### config.mk
export PLATFORM = sky130hd
export DESIGN_NAME = trap_ctrl
export DESIGN_NICKNAME = d
export VERILOG_FILES = /design/src/rtl/csr_pkg.sv /design/src/rtl/trap_ctrl_irq_sync.sv /design/src/rtl/trap_ctrl.sv
export SDC_FILE = /design/constraint.sdc
export NUM_CORES = 1
export LEC_CHECK = 0
export ABC_AREA = 1
export CORE_AREA = 10 10 528 530
export CTS_CLUSTER_SIZE = 12
export DETAILED_ROUTE_END_ITERATION = 12
export DIE_AREA = 0 0 538 540
export PLACE_DENSITY = 0.3
export SLEW_MARGIN = 20
export SYNTH_ARGS = -nofsm -noshare
export SYNTH_HDL_FRONTEND = slang
export SYNTH_SLANG_ARGS = --single-unit
### constraint.sdc
create_clock -name clk -period 4.13 [get_ports clk]
set_input_delay 0.6195 -clock clk [delete_from_list [all_inputs] [get_ports clk]]
set_output_delay 0.6195 -clock clk [all_outputs]
set_load 0.005 [all_outputs]
### src/rtl/csr_pkg.sv
// Shared machine-mode CSR types and bit positions for the trap sequencer and CSR file.
package csr_pkg;

    localparam int CSR_XLEN = 64;

    typedef struct packed {
        logic [CSR_XLEN-1:0] mstatus;
        logic [CSR_XLEN-1:0] mie;
        logic [CSR_XLEN-1:0] mip;
        logic [CSR_XLEN-1:0] mtvec;
        logic [CSR_XLEN-1:0] mepc;
        logic [CSR_XLEN-1:0] mcause;
        logic [CSR_XLEN-1:0] mtval;
        logic [CSR_XLEN-1:0] mcycle;
    } csr_pack;

    typedef struct packed {
        logic mstatus;
        logic mie;
        logic mip;
        logic mtvec;
        logic mepc;
        logic mcause;
        logic mtval;
        logic mcycle;
    } csr_mask;

    typedef enum logic [1:0] {
        TRAP_IDLE     = 2'd0,
        TRAP_DRAIN    = 2'd1,
        TRAP_WRITE    = 2'd2,
        TRAP_REDIRECT = 2'd3
    } trap_state_t;

    localparam int MSTATUS_MIE_BIT  = 3;
    localparam int MSTATUS_MPIE_BIT = 7;
    localparam int MSTATUS_MPP_LO   = 11;

    localparam int IRQ_MEI = 11;
    localparam int IRQ_MSI = 3;
    localparam int IRQ_MTI = 7;

    localparam logic [1:0] MTVEC_MODE_VECTORED = 2'd1;

endpackage

### src/rtl/trap_ctrl_irq_sync.sv
// Two-flop synchronizer for asynchronous interrupt lines, cleared by reset.
module irq_sync #(
    parameter int WIDTH = 3
) (
    input  logic             clk,
    input  logic             rst_n,
    input  logic [WIDTH-1:0] d,
    output logic [WIDTH-1:0] q
);

    logic [WIDTH-1:0] meta_d, meta_q;
    logic [WIDTH-1:0] sync_d, sync_q;

    always_comb begin
        meta_d = d;
        sync_d = meta_q;
    end

    always_ff @(posedge clk or negedge rst_n) begin
        if (!rst_n) begin
            meta_q <= '0;
            sync_q <= '0;
        end else begin
            meta_q <= meta_d;
            sync_q <= sync_d;
        end
    end

    assign q = sync_q;

endmodule

### src/rtl/trap_ctrl.sv
// Machine-mode trap sequencer: takes exceptions, mret and interrupts, drains the
// pipeline, applies one masked CSR write and redirects fetch.
//   state    | meaning
//   IDLE     | waiting for an event; owns mip updates
//   DRAIN    | drain_req high until the pipeline is empty
//   WRITE    | single masked CSR write; redirect target latched
//   REDIRECT | redirect_valid high until fetch accepts
module trap_ctrl
    import csr_pkg::*;
#(
    parameter int XLEN = 64
) (
    input  logic            clk,
    input  logic            rst_n,
    input  csr_pack         csrs,
    output csr_pack         new_csrs,
    output csr_mask         mask,
    input  logic            exc_valid,
    input  logic [XLEN-1:0] exc_code,
    input  logic [XLEN-1:0] exc_pc,
    input  logic [XLEN-1:0] exc_tval,
    input  logic            mret_valid,
    input  logic [XLEN-1:0] next_pc,
    input  logic            meip,
    input  logic            mtip,
    input  logic            msip,
    output logic            drain_req,
    input  logic            drain_ack,
    output logic            redirect_valid,
    output logic [XLEN-1:0] redirect_pc,
    input  logic            redirect_ready,
    output logic            busy
);

    localparam logic [1:0] S_IDLE     = TRAP_IDLE;
    localparam logic [1:0] S_DRAIN    = TRAP_DRAIN;
    localparam logic [1:0] S_WRITE    = TRAP_WRITE;
    localparam logic [1:0] S_REDIRECT = TRAP_REDIRECT;

    logic [1:0]      state_d, state_q;
    logic            mret_d, mret_q;
    logic            irq_d, irq_q;
    logic [XLEN-1:0] cause_d, cause_q;
    logic [XLEN-1:0] epc_d, epc_q;
    logic [XLEN-1:0] tval_d, tval_q;
    logic [XLEN-1:0] redir_d, redir_q;

    // sync_irq bit order: [2]=MEI, [1]=MTI, [0]=MSI
    logic [2:0] sync_irq;
    logic       pend_mei, pend_msi, pend_mti, irq_take;
    logic [XLEN-1:0] vec_base;

    irq_sync #(.WIDTH(3)) u_irq_sync (
        .clk   (clk),
        .rst_n (rst_n),
        .d     ({meip, mtip, msip}),
        .q     (sync_irq)
    );

    always_comb begin
        pend_mei = csrs.mip[IRQ_MEI] & csrs.mie[IRQ_MEI];
        pend_msi = csrs.mip[IRQ_MSI] & csrs.mie[IRQ_MSI];
        pend_mti = csrs.mip[IRQ_MTI] & csrs.mie[IRQ_MTI];
        irq_take = csrs.mstatus[MSTATUS_MIE_BIT] & (pend_mei | pend_msi | pend_mti);
        vec_base = {csrs.mtvec[XLEN-1:2], 2'b00};
    end

    always_comb begin
        state_d  = state_q;
        mret_d   = mret_q;
        irq_d    = irq_q;
        cause_d  = cause_q;
        epc_d    = epc_q;
        tval_d   = tval_q;
        redir_d  = redir_q;
        new_csrs = csrs;
        mask     = '0;

        case (state_q)
            S_IDLE: begin
                if ({sync_irq[2], sync_irq[1], sync_irq[0]} !=
                    {csrs.mip[IRQ_MEI], csrs.mip[IRQ_MTI], csrs.mip[IRQ_MSI]}) begin
                    mask.mip = 1'b1;
                    new_csrs.mip[IRQ_MEI] = sync_irq[2];
                    new_csrs.mip[IRQ_MTI] = sync_irq[1];
                    new_csrs.mip[IRQ_MSI] = sync_irq[0];
                end
                if (exc_valid) begin
                    state_d = S_DRAIN;
                    mret_d  = 1'b0;
                    irq_d   = 1'b0;
                    cause_d = exc_code;
                    epc_d   = exc_pc;
                    tval_d  = exc_tval;
                end else if (mret_valid) begin
                    state_d = S_DRAIN;
                    mret_d  = 1'b1;
                    irq_d   = 1'b0;
                end else if (irq_take) begin
                    state_d = S_DRAIN;
                    mret_d  = 1'b0;
                    irq_d   = 1'b1;
                    epc_d   = next_pc;
                    tval_d  = '0;
                    if (pend_mei)      cause_d = XLEN'(IRQ_MEI);
                    else if (pend_msi) cause_d = XLEN'(IRQ_MSI);
                    else               cause_d = XLEN'(IRQ_MTI);
                end
            end
            S_DRAIN: begin
                if (drain_ack) state_d = S_WRITE;
            end
            S_WRITE: begin
                state_d = S_REDIRECT;
                if (mret_q) begin
                    mask.mstatus = 1'b1;
                    new_csrs.mstatus[MSTATUS_MIE_BIT]       = csrs.mstatus[MSTATUS_MPIE_BIT];
                    new_csrs.mstatus[MSTATUS_MPIE_BIT]      = 1'b1;
                    new_csrs.mstatus[MSTATUS_MPP_LO +: 2]   = 2'b00;
                    redir_d = csrs.mepc;
                end else begin
                    mask.mstatus = 1'b1;
                    mask.mepc    = 1'b1;
                    mask.mcause  = 1'b1;
                    mask.mtval   = 1'b1;
                    new_csrs.mepc   = epc_q;
                    new_csrs.mcause = irq_q ? {1'b1, cause_q[XLEN-2:0]} : cause_q;
                    new_csrs.mtval  = irq_q ? '0 : tval_q;
                    new_csrs.mstatus[MSTATUS_MPIE_BIT]      = csrs.mstatus[MSTATUS_MIE_BIT];
                    new_csrs.mstatus[MSTATUS_MIE_BIT]       = 1'b0;
                    new_csrs.mstatus[MSTATUS_MPP_LO +: 2]   = 2'b11;
                    if (irq_q && csrs.mtvec[1:0] == MTVEC_MODE_VECTORED)
                        redir_d = vec_base + (cause_q << 2);
                    else
                        redir_d = vec_base;
                end
            end
            S_REDIRECT: begin
                if (redirect_ready) state_d = S_IDLE;
            end
            default: state_d = S_IDLE;
        endcase
    end

    always_ff @(posedge clk or negedge rst_n) begin
        if (!rst_n) begin
            state_q <= S_IDLE;
            mret_q  <= 1'b0;
            irq_q   <= 1'b0;
            cause_q <= '0;
            epc_q   <= '0;
            tval_q  <= '0;
            redir_q <= '0;
        end else begin
            state_q <= state_d;
            mret_q  <= mret_d;
            irq_q   <= irq_d;
            cause_q <= cause_d;
            epc_q   <= epc_d;
            tval_q  <= tval_d;
            redir_q <= redir_d;
        end
    end

    assign drain_req      = (state_q == S_DRAIN);
    assign redirect_valid = (state_q == S_REDIRECT);
    assign busy           = (state_q != S_IDLE);
    assign redirect_pc    = redir_q;

endmodule

==> Yosys cells after proc, flatten, opt, wreduce, memory -nomap -nowiden <==
Cells that the tools add are included.
{ "classes": {"addsub": 1, "eq_ne": 9, "n_reduce_logical": 8, "bitwise_logic": 6, "n_mux": 46} }
{ "ops": {"columns": ["cell", "n"], "rows": [
  ["$mux W64", 13],
  ["$mux W192", 2],
  ["$add A64 B64 Y64", 1],
  ["$mux W1", 19],
  ["$mux W2", 7],
  ["$mux W3", 3],
  ["$pmux W2 S4", 1],
  ["$reduce_and A3 Y1", 2],
  ["$and A1 B1 Y1", 4],
  ["$eq A2 B1 Y1 const B", 2],
  ["$eq A2 B2 Y1 const B", 2],
  ["$mux W4", 1],
  ["$ne A2 B1 Y1 const B", 2],
  ["$ne A4 B4 Y1 const B", 1],
  ["$reduce_bool A2 Y1", 2],
  ["$ne A3 B3 Y1", 1],
  ["$reduce_bool A3 Y1", 1],
  ["$logic_not A2 Y1", 1],
  ["$ne A2 B2 Y1 const B", 1],
  ["$or A1 B1 Y1", 2],
  ["$reduce_and A2 Y1", 1],
  ["$logic_and A1 B1 Y1", 1]
]} }
{ "totals": {"register_bits": 266, "out_inout_bits": 587} }

==> Logic depth before layout (Yosys ltp) <==
Gate-level depths: netlist (run 1).
{ "depth": {"depth_word": 8, "depth_mapped": 16, "depth_no_buf": 16} }

==> By module <==
Synthesis (run 1) repeated with hierarchy kept, for this count alone.
{ "unflattened": {"hier_cells": 3485, "area_unflattened_um2": 22451.5} }
{ "modules_own_cells": {"columns": ["mod", "instances", "area_each_um2", "seq_area_each_um2", "cells_per_inst"], "rows": [
  ["trap_ctrl", 1, 22301.4, 6506.2, 3479],
  ["irq_sync", 1, 150.1, 150.1, 6]
]} }

==> Worst setup path before layout (run 1) <==
No wires, ideal clock.
{ "synth_timing": {"path_type": "flip-flop to output port", "start": "register state_q[0]", "end": "output port new_csrs[100] (netlist name)", "path_buffers": 3, "setup_slack_ps": 1792, "required_ps": 3510, "stages_incl_launch_ff": 10, "arrival_ps": 1719, "path_cell_list": "dfrtp_1 -> inv_1 -> ha_1 -> buf_2 -> inv_2 -> nor2_4 -> inv_2 -> buf_2 -> buf_1 -> o31ai_1"} }
{ "synth_rtl": {"columns": ["element", "line", "text"], "rows": [
  ["start: declaration", "trap_ctrl.sv:40", "logic [1:0] state_d, state_q;"],
  ["start signal: assignment", "trap_ctrl.sv:155", "state_q <= state_d;"],
  ["end: declaration", "trap_ctrl.sv:16", "output csr_pack new_csrs,"]
]} }

==> impl_metrics.toml, run 1 <==
[drt]
drc_errors = 0
drt-vias-per-instance = 3.23
wl_um = 202000
drtPass1Iterations = 7
wl_per_cell_um = 26.5
drt_iter0_markers = 1525
ant_nets = 0
num_vias = 24600

[logic_synthesis]
synthCells = 3473
netlist_area_um2 = 22200
synthTopCellsByCount = "nand2_1, inv_1, buf_4"
synth_adder_area_share_pct = 3.76
avgSynthCellArea_um2 = 6.38
yosysMostFrequentCell = "nand2_1"
ys_ff_latch = 266
yosys-top-cells-area = "dfrtp_1, nand2_1, buf_4"
synth_xor_area_share_pct = 1.19
yosysTopAreaCell = "dfrtp_1"
synth_ff_type = "dfrtp_1"
synth_top_family_by_area = "simple AND/OR/NAND/NOR gates"
ys_seq_area_share_pct = 30.0
synth.yosys.warnings = 0
yosysTopAreaCellShare_pct = 30.0
synth_compound_area_share_pct = 14.3
synthArstFlopShare_pct = 100
synth.area.mux_share_pct = 0
yosys.area_share.simple_pct = 28.1
synth_cell_types = 39
synth-edff-count = 0

[hold_path]
hp-class = "register to register"

[timing]
fmax_mhz = 254
rsz0062_at_grt = "false"
final.setup.tns_ns = 0
drv_slew = 0
fin_crit_sh_pct = 95.5
relSlewSlack_pct = 29.6
worst_slew_pin_slew_ns = 1.06
whs_ns = 0.349
skew_ns = 0.0623
hold_violations = 0
min_period_ns = 3.94
setup_viol = 0
setup_ws_ns = 0.186

[status]
outcome = "finished clean"

[worst_setup_path]
cp-start-kind = "register"
crit_type = "register to output pin"
cp.required_ns = 3.51
path_max_fanout = 69
arrival_ns = 3.32
end_kind = "output pin"

[grt]
grt_pass1_vias = 25700
grt_util_met2_pct = 24.1
met3_usage_pct = 5.67
track_usage_pct = 13.3
antenna_found_initial = 86
overflow = 0
grt_first_pass_wirelength_um = 260000
grt_max_degree = 134
grtUsageMet1_pct = 13.6
busiest_layer = "met2"

[power_and_ir_drop]
switching_power_mw = 11.3
power_frac_clock_pct = 18.6
power.internal_mw = 11.4
swShare_pct = 49.8
p_comb_share_pct = 58.5
ir_drop_mv = 0.298
power_frac_seq_pct = 22.9
powerDensity_nw_per_um2 = 651
p_leak_nw = 15.2
p_total_mw = 22.7

[layout]
finish.net_count = 4869
regArea_um2 = 6660
area_growth_pct = 57.1
drive_gt1_share_pct = 5.24
multi_input_area_um2 = 10500
fillers = 31100

[clocking]
cts_tree = "yes"
cts_buffer_depth = 3
cts.reportedPaths.clkPinSlew_ns = 0.06
clk_latency_ns = 0.70
post_cts_buffers = 0
ctsResizeCount = 0
cts_buffers = 46
clock-sinks = 266
htreeDepth = 2
hold_buffers = 1
cts_root_buf = "clkbuf_16"

[die]
coreArea_um2 = 267000
start_util_pct = 8.29
dieArea_um2 = 291000
std_cell_rows = 190
num_io_pins = 1364
die_x_um = 538
die_y_um = 540

[placement]
post-place-ws_ns = 0.249
gp_congestion = 0.831
dp_hpwl_um = 175000
io_buffers = 868

[run]
cap_violations = 0
## critical path: stages (launching register included)
cell and delay [ns]:
dfrtp_1 0.40, inv_1 0.12, ha_1 0.22, inv_4 0.05
nor2_4 0.27, inv_8 0.18, buf_12 0.24, o21ai_0 0.47
clkdlybuf4s50_1 0.61
## worst paths after layout
path                                      startpoint         endpoint  slack [ns]  cells past startpoint
worst max register to register                 irq_q   redirect_pc[7]        0.74                      6
worst max-delay path                      state_q[0]    new_csrs[184]        0.19                      8
max in group asynchronous                      rst_n      cause_q[59]        2.50                      3
worst min-delay path            u_irq_sync.meta_q[0]  u_irq_sync.q[0]        0.35                      0
worst min register to register  u_irq_sync.meta_q[0]  u_irq_sync.q[0]        0.35                      0
min in group asynchronous                      rst_n       tval_q[31]        0.57                      2
## sequential cells by signal, indices dropped and copies added, names as in the netlist
register           flops
mret_q                 1
state_q                2
u_irq_sync.q           3
cause_q               64
irq_q                  1
epc_q                 64
tval_q                64
redirect_pc           64
u_irq_sync.meta_q      3
## metrics by stage
step / instances / instance area, um2 / util [%]
6_report: 7633 / 34800 / 13.0
3_3_place_gp: 7529 / 33200 / 12.4
2_1_floorplan: 3475 / 22200 / -
3_5_place_dp: 7529 / 33200 / 12.4
5_1_grt: 7620 / 34800 / 13.0
4_1_cts: 7616 / 34800 / 13.0
## layout by cell type, fill, tap and decap left out, types with 18 or more instances in the layout
cell type and instances:
nand2_1 1100, clkdlybuf4s50_1 856, inv_1 526, nor2_1 319, o21ai_0 312, dfrtp_1 265, o31ai_1 128, nand3_1 108
buf_4 85, ha_1 65, a21oi_1 51, clkbuf_16 46, o21bai_1 18
## per-layer routing
layer	wire, um	part of all wire [%]
met5	405	0.20
met2	101000	50
met1	71600	35
met3	21000	10
met4	8660	4.3
## layout make-up
| cell class | count | share of cell area (%) |
|---|---|---|
| clock buffers | 67 | 3.82 |
| inverters | 531 | 5.79 |
| clock inverters | 19 | 0.636 |
| multi-input cells | 2221 | 30.2 |
| well taps | 3552 | 12.8 |
| flip-flops and latches | 266 | 19.1 |
| repair buffers | 960 | 27.5 |
| diodes | 17 | 0.122 |
## power groups by stage
stage          clock (mW)  combinational [mW]  sequential [mW]
2_1_floorplan           0                6.44             4.35
3_3_place_gp            0                13.7             5.45
3_5_place_dp            0                13.6             5.44
4_1_cts              4.51                13.7             5.41
5_1_grt              4.53                14.8             5.40
6_report             4.22                13.3             5.19
## cell families (layout without fill, tap and decap cells)
| logic type | count (synthesis) | after routing |
|---|---|---|
| simple gates | 1578 | 1578 |
| buf+inv | 988 | 1577 |
| compound gates | 544 | 544 |
| flops | 266 | 266 |
| fa+ha+maj | 66 | 66 |
| xor+xnor | 30 | 30 |
| other cells | 1 | 20 |
Power figures use the tool's default switching activity.
==> inputs of run 2 (changes only) <==
--- a/config.mk
+++ b/config.mk
@@ -6,6 +6,7 @@
 export NUM_CORES = 1
 export LEC_CHECK = 0
 export ABC_AREA = 1
+export CAP_MARGIN = 0
 export CORE_AREA = 10 10 528 530
 export CTS_CLUSTER_SIZE = 12
 export DETAILED_ROUTE_END_ITERATION = 12
==> results of run 2 <==
The final DEF is identical to that of run 1; final timing and power are the same.
==> inputs of run 3 (changes only) <==
==> constraint.sdc (replaced) <==
create_clock -name clk -period 4.8 [get_ports clk]
set_input_delay 0.72 -clock clk [delete_from_list [all_inputs] [get_ports clk]]
set_output_delay 0.72 -clock clk [all_outputs]
set_load 0.005 [all_outputs]
==> run 3 against run 2 <==
  * Sequential power down 13%
  * Power is 15% lower
  * Utilization fell by 0.13 points
  * Combinational power fell by 15%
  * Clock power shrank 18%
  * Non-clock buffer count fell by 24
  * Global-route usage shrank 0.12 points
==> impl_metrics.toml, run 3 (synthesis gave the netlist of run 1 again) <==
[clocking]
ctsResizeCount = 0
cts_root_buf = "clkbuf_16"
clock-sinks = 266
cts_tree = "yes"
cts_buffer_depth = 3
cts_buffers = 45
clk_latency_ns = 0.67
post_cts_buffers = 0
hold_buffers = 0
cts.reportedPaths.clkPinSlew_ns = 0.06
htreeDepth = 2

[placement]
dp_hpwl_um = 173000
numPlacedInstances = 7506
io_buffers = 868
post-place-ws_ns = 0.677
place_area_um2 = 33000
gp_congestion = 0.843

[timing]
hold_violations = 0
fmax_mhz = 235
setup_viol = 0
setup_ws_ns = 0.548
relSlewSlack_pct = 34.6
min_period_ns = 4.25
worst_slew_pin_slew_ns = 0.980
skew_ns = 0.0395
final.setup.tns_ns = 0
drv_slew = 0
rsz0062_at_grt = "false"
fin_crit_sh_pct = 88.6

[grt]
antenna_found_initial = 74
grt_max_degree = 135
overflow = 0
track_usage_pct = 13.2
grt_first_pass_wirelength_um = 257000
grt_pass1_vias = 25700

[die]
std_cell_rows = 190
dieArea_um2 = 291000
die_y_um = 540
coreArea_um2 = 267000
die_x_um = 538
num_io_pins = 1364
start_util_pct = 8.29

[worst_setup_path]
r2r_start = "cause_q[0]"
cp-startpoint = "state_q[0]"
worstRegToRegCells = 13
cp-start-kind = "register"
arrival_ns = 3.53
crit_slowest_cell = "clkdlybuf4s50_1"
critPathCapture = "new_csrs[155]"
crit_type = "register to output pin"
timing.critical_path.cells = "inv_1 -> ha_1 -> inv_4 -> nor2_4 -> inv_8 -> buf_4 -> nand2_1 -> o21ai_0 -> clkdlybuf4s50_1"
critical-path-max-stage-delay_ns = 0.53
path_max_fanout = 58
r2r_end = "redirect_pc[30]"
regToRegSetupSlack_ns = 1.76
end_kind = "output pin"
cp.required_ns = 4.08

[layout]
final_common_cell = "nand2_1"
finalInstanceArea_um2 = 34500
final_cell_mix = "nand2_1, clkdlybuf4s50_1, inv_1, nor2_1, o21ai_0"
finish.net_count = 4844
finalNonFillerCells = 7602
area_growth_pct = 55.5
drive_gt1_share_pct = 4.49

[hold_path]
hp-class = "primary input to asynchronous set/reset pin"

[drt]
ant_nets = 0
drt-vias-per-instance = 3.19
drtPass1Iterations = 6
drt_iter0_markers = 1345
wl_um = 201000
num_vias = 24200
drc_errors = 0
wl_per_cell_um = 26.4

[status]
outcome = "finished clean"

[run]
cap_violations = 0

[power_and_ir_drop]
powerDensity_nw_per_um2 = 560
ir_drop_mv = 0.331
p_total_mw = 19.3
p_leak_nw = 15.0
## run 3: changes by cell type in the layout (fill, tap and decap cells not counted), moves of 2 or more
cell and delta:
buf_4 -18, buf_12 -5, clkinv_2 -5, clkbuf_1 +3, clkbuf_8 -2, clkinv_8 -2, inv_6 +2
## run 3: critical path: cells and delay by family (launching register included)
family	cells	cell delay (ns)
flip-flops	1	0.38
AND/OR/NAND/NOR	2	0.28
adder cells (fa/ha/maj)	1	0.25
buffers and inverters	5	1.73
AO/OA/AOI/OAI	1	0.11
## run 3: cell type report
class / count / area (um2)
Fill cell: 31100 / 233000
Multi-Input combinational cell: 2221 / 10500
Timing Repair Buffer: 936 / 9330
Sequential cell: 266 / 6660
Tap cell: 3552 / 4440
Inverter: 531 / 2010
Clock buffer: 68 / 1310
Clock inverter: 12 / 141
Antenna cell: 16 / 40.0
## run 3: stage by stage
step           util [%]  hold WS [ns]
2_1_floorplan         -         0.331
6_report           12.9        0.0868
3_5_place_dp       12.3         0.343
4_1_cts            12.9        0.0599
3_3_place_gp       12.3         0.334
5_1_grt            12.9         0.105
## run 3: how the worst min path moves through the flow
| stage | end | depth (start not counted) | startpoint | slack [ns] |
|---|---|---|---|---|
| final | tval_q[25] | 1 | rst_n | 0.09 |
| after global routing | tval_q[25] | 1 | rst_n | 0.10 |
| after floorplan | u_irq_sync.q[0] | 0 | u_irq_sync.meta_q[0] | 0.33 |
| after detailed placement | u_irq_sync.q[2] | 0 | u_irq_sync.meta_q[2] | 0.34 |
| after global placement | u_irq_sync.q[2] | 0 | u_irq_sync.meta_q[2] | 0.33 |
| after CTS | tval_q[30] | 1 | rst_n | 0.06 |
## run 3: routing by layer
layer	track usage (%)	vias to the layer above	routed length (um)
met2	24.7	1138	103000
li1	-	11600	-
met4	3.99	46	6930
met3	4.56	353	17700
met1	13.8	11100	72700
met5	0.0658	-	284
## run 3: where the power goes
| group | leakage, nW | total, mW | internal [mW] | switching [mW] |
|---|---|---|---|---|
| combinational | 11.0 | 11.3 | 4.34 | 6.99 |
| clock | 0.713 | 3.45 | 1.99 | 1.46 |
| sequential | 3.34 | 4.52 | 3.29 | 1.22 |
| total | 15.0 | 19.3 | 9.62 | 9.68 |
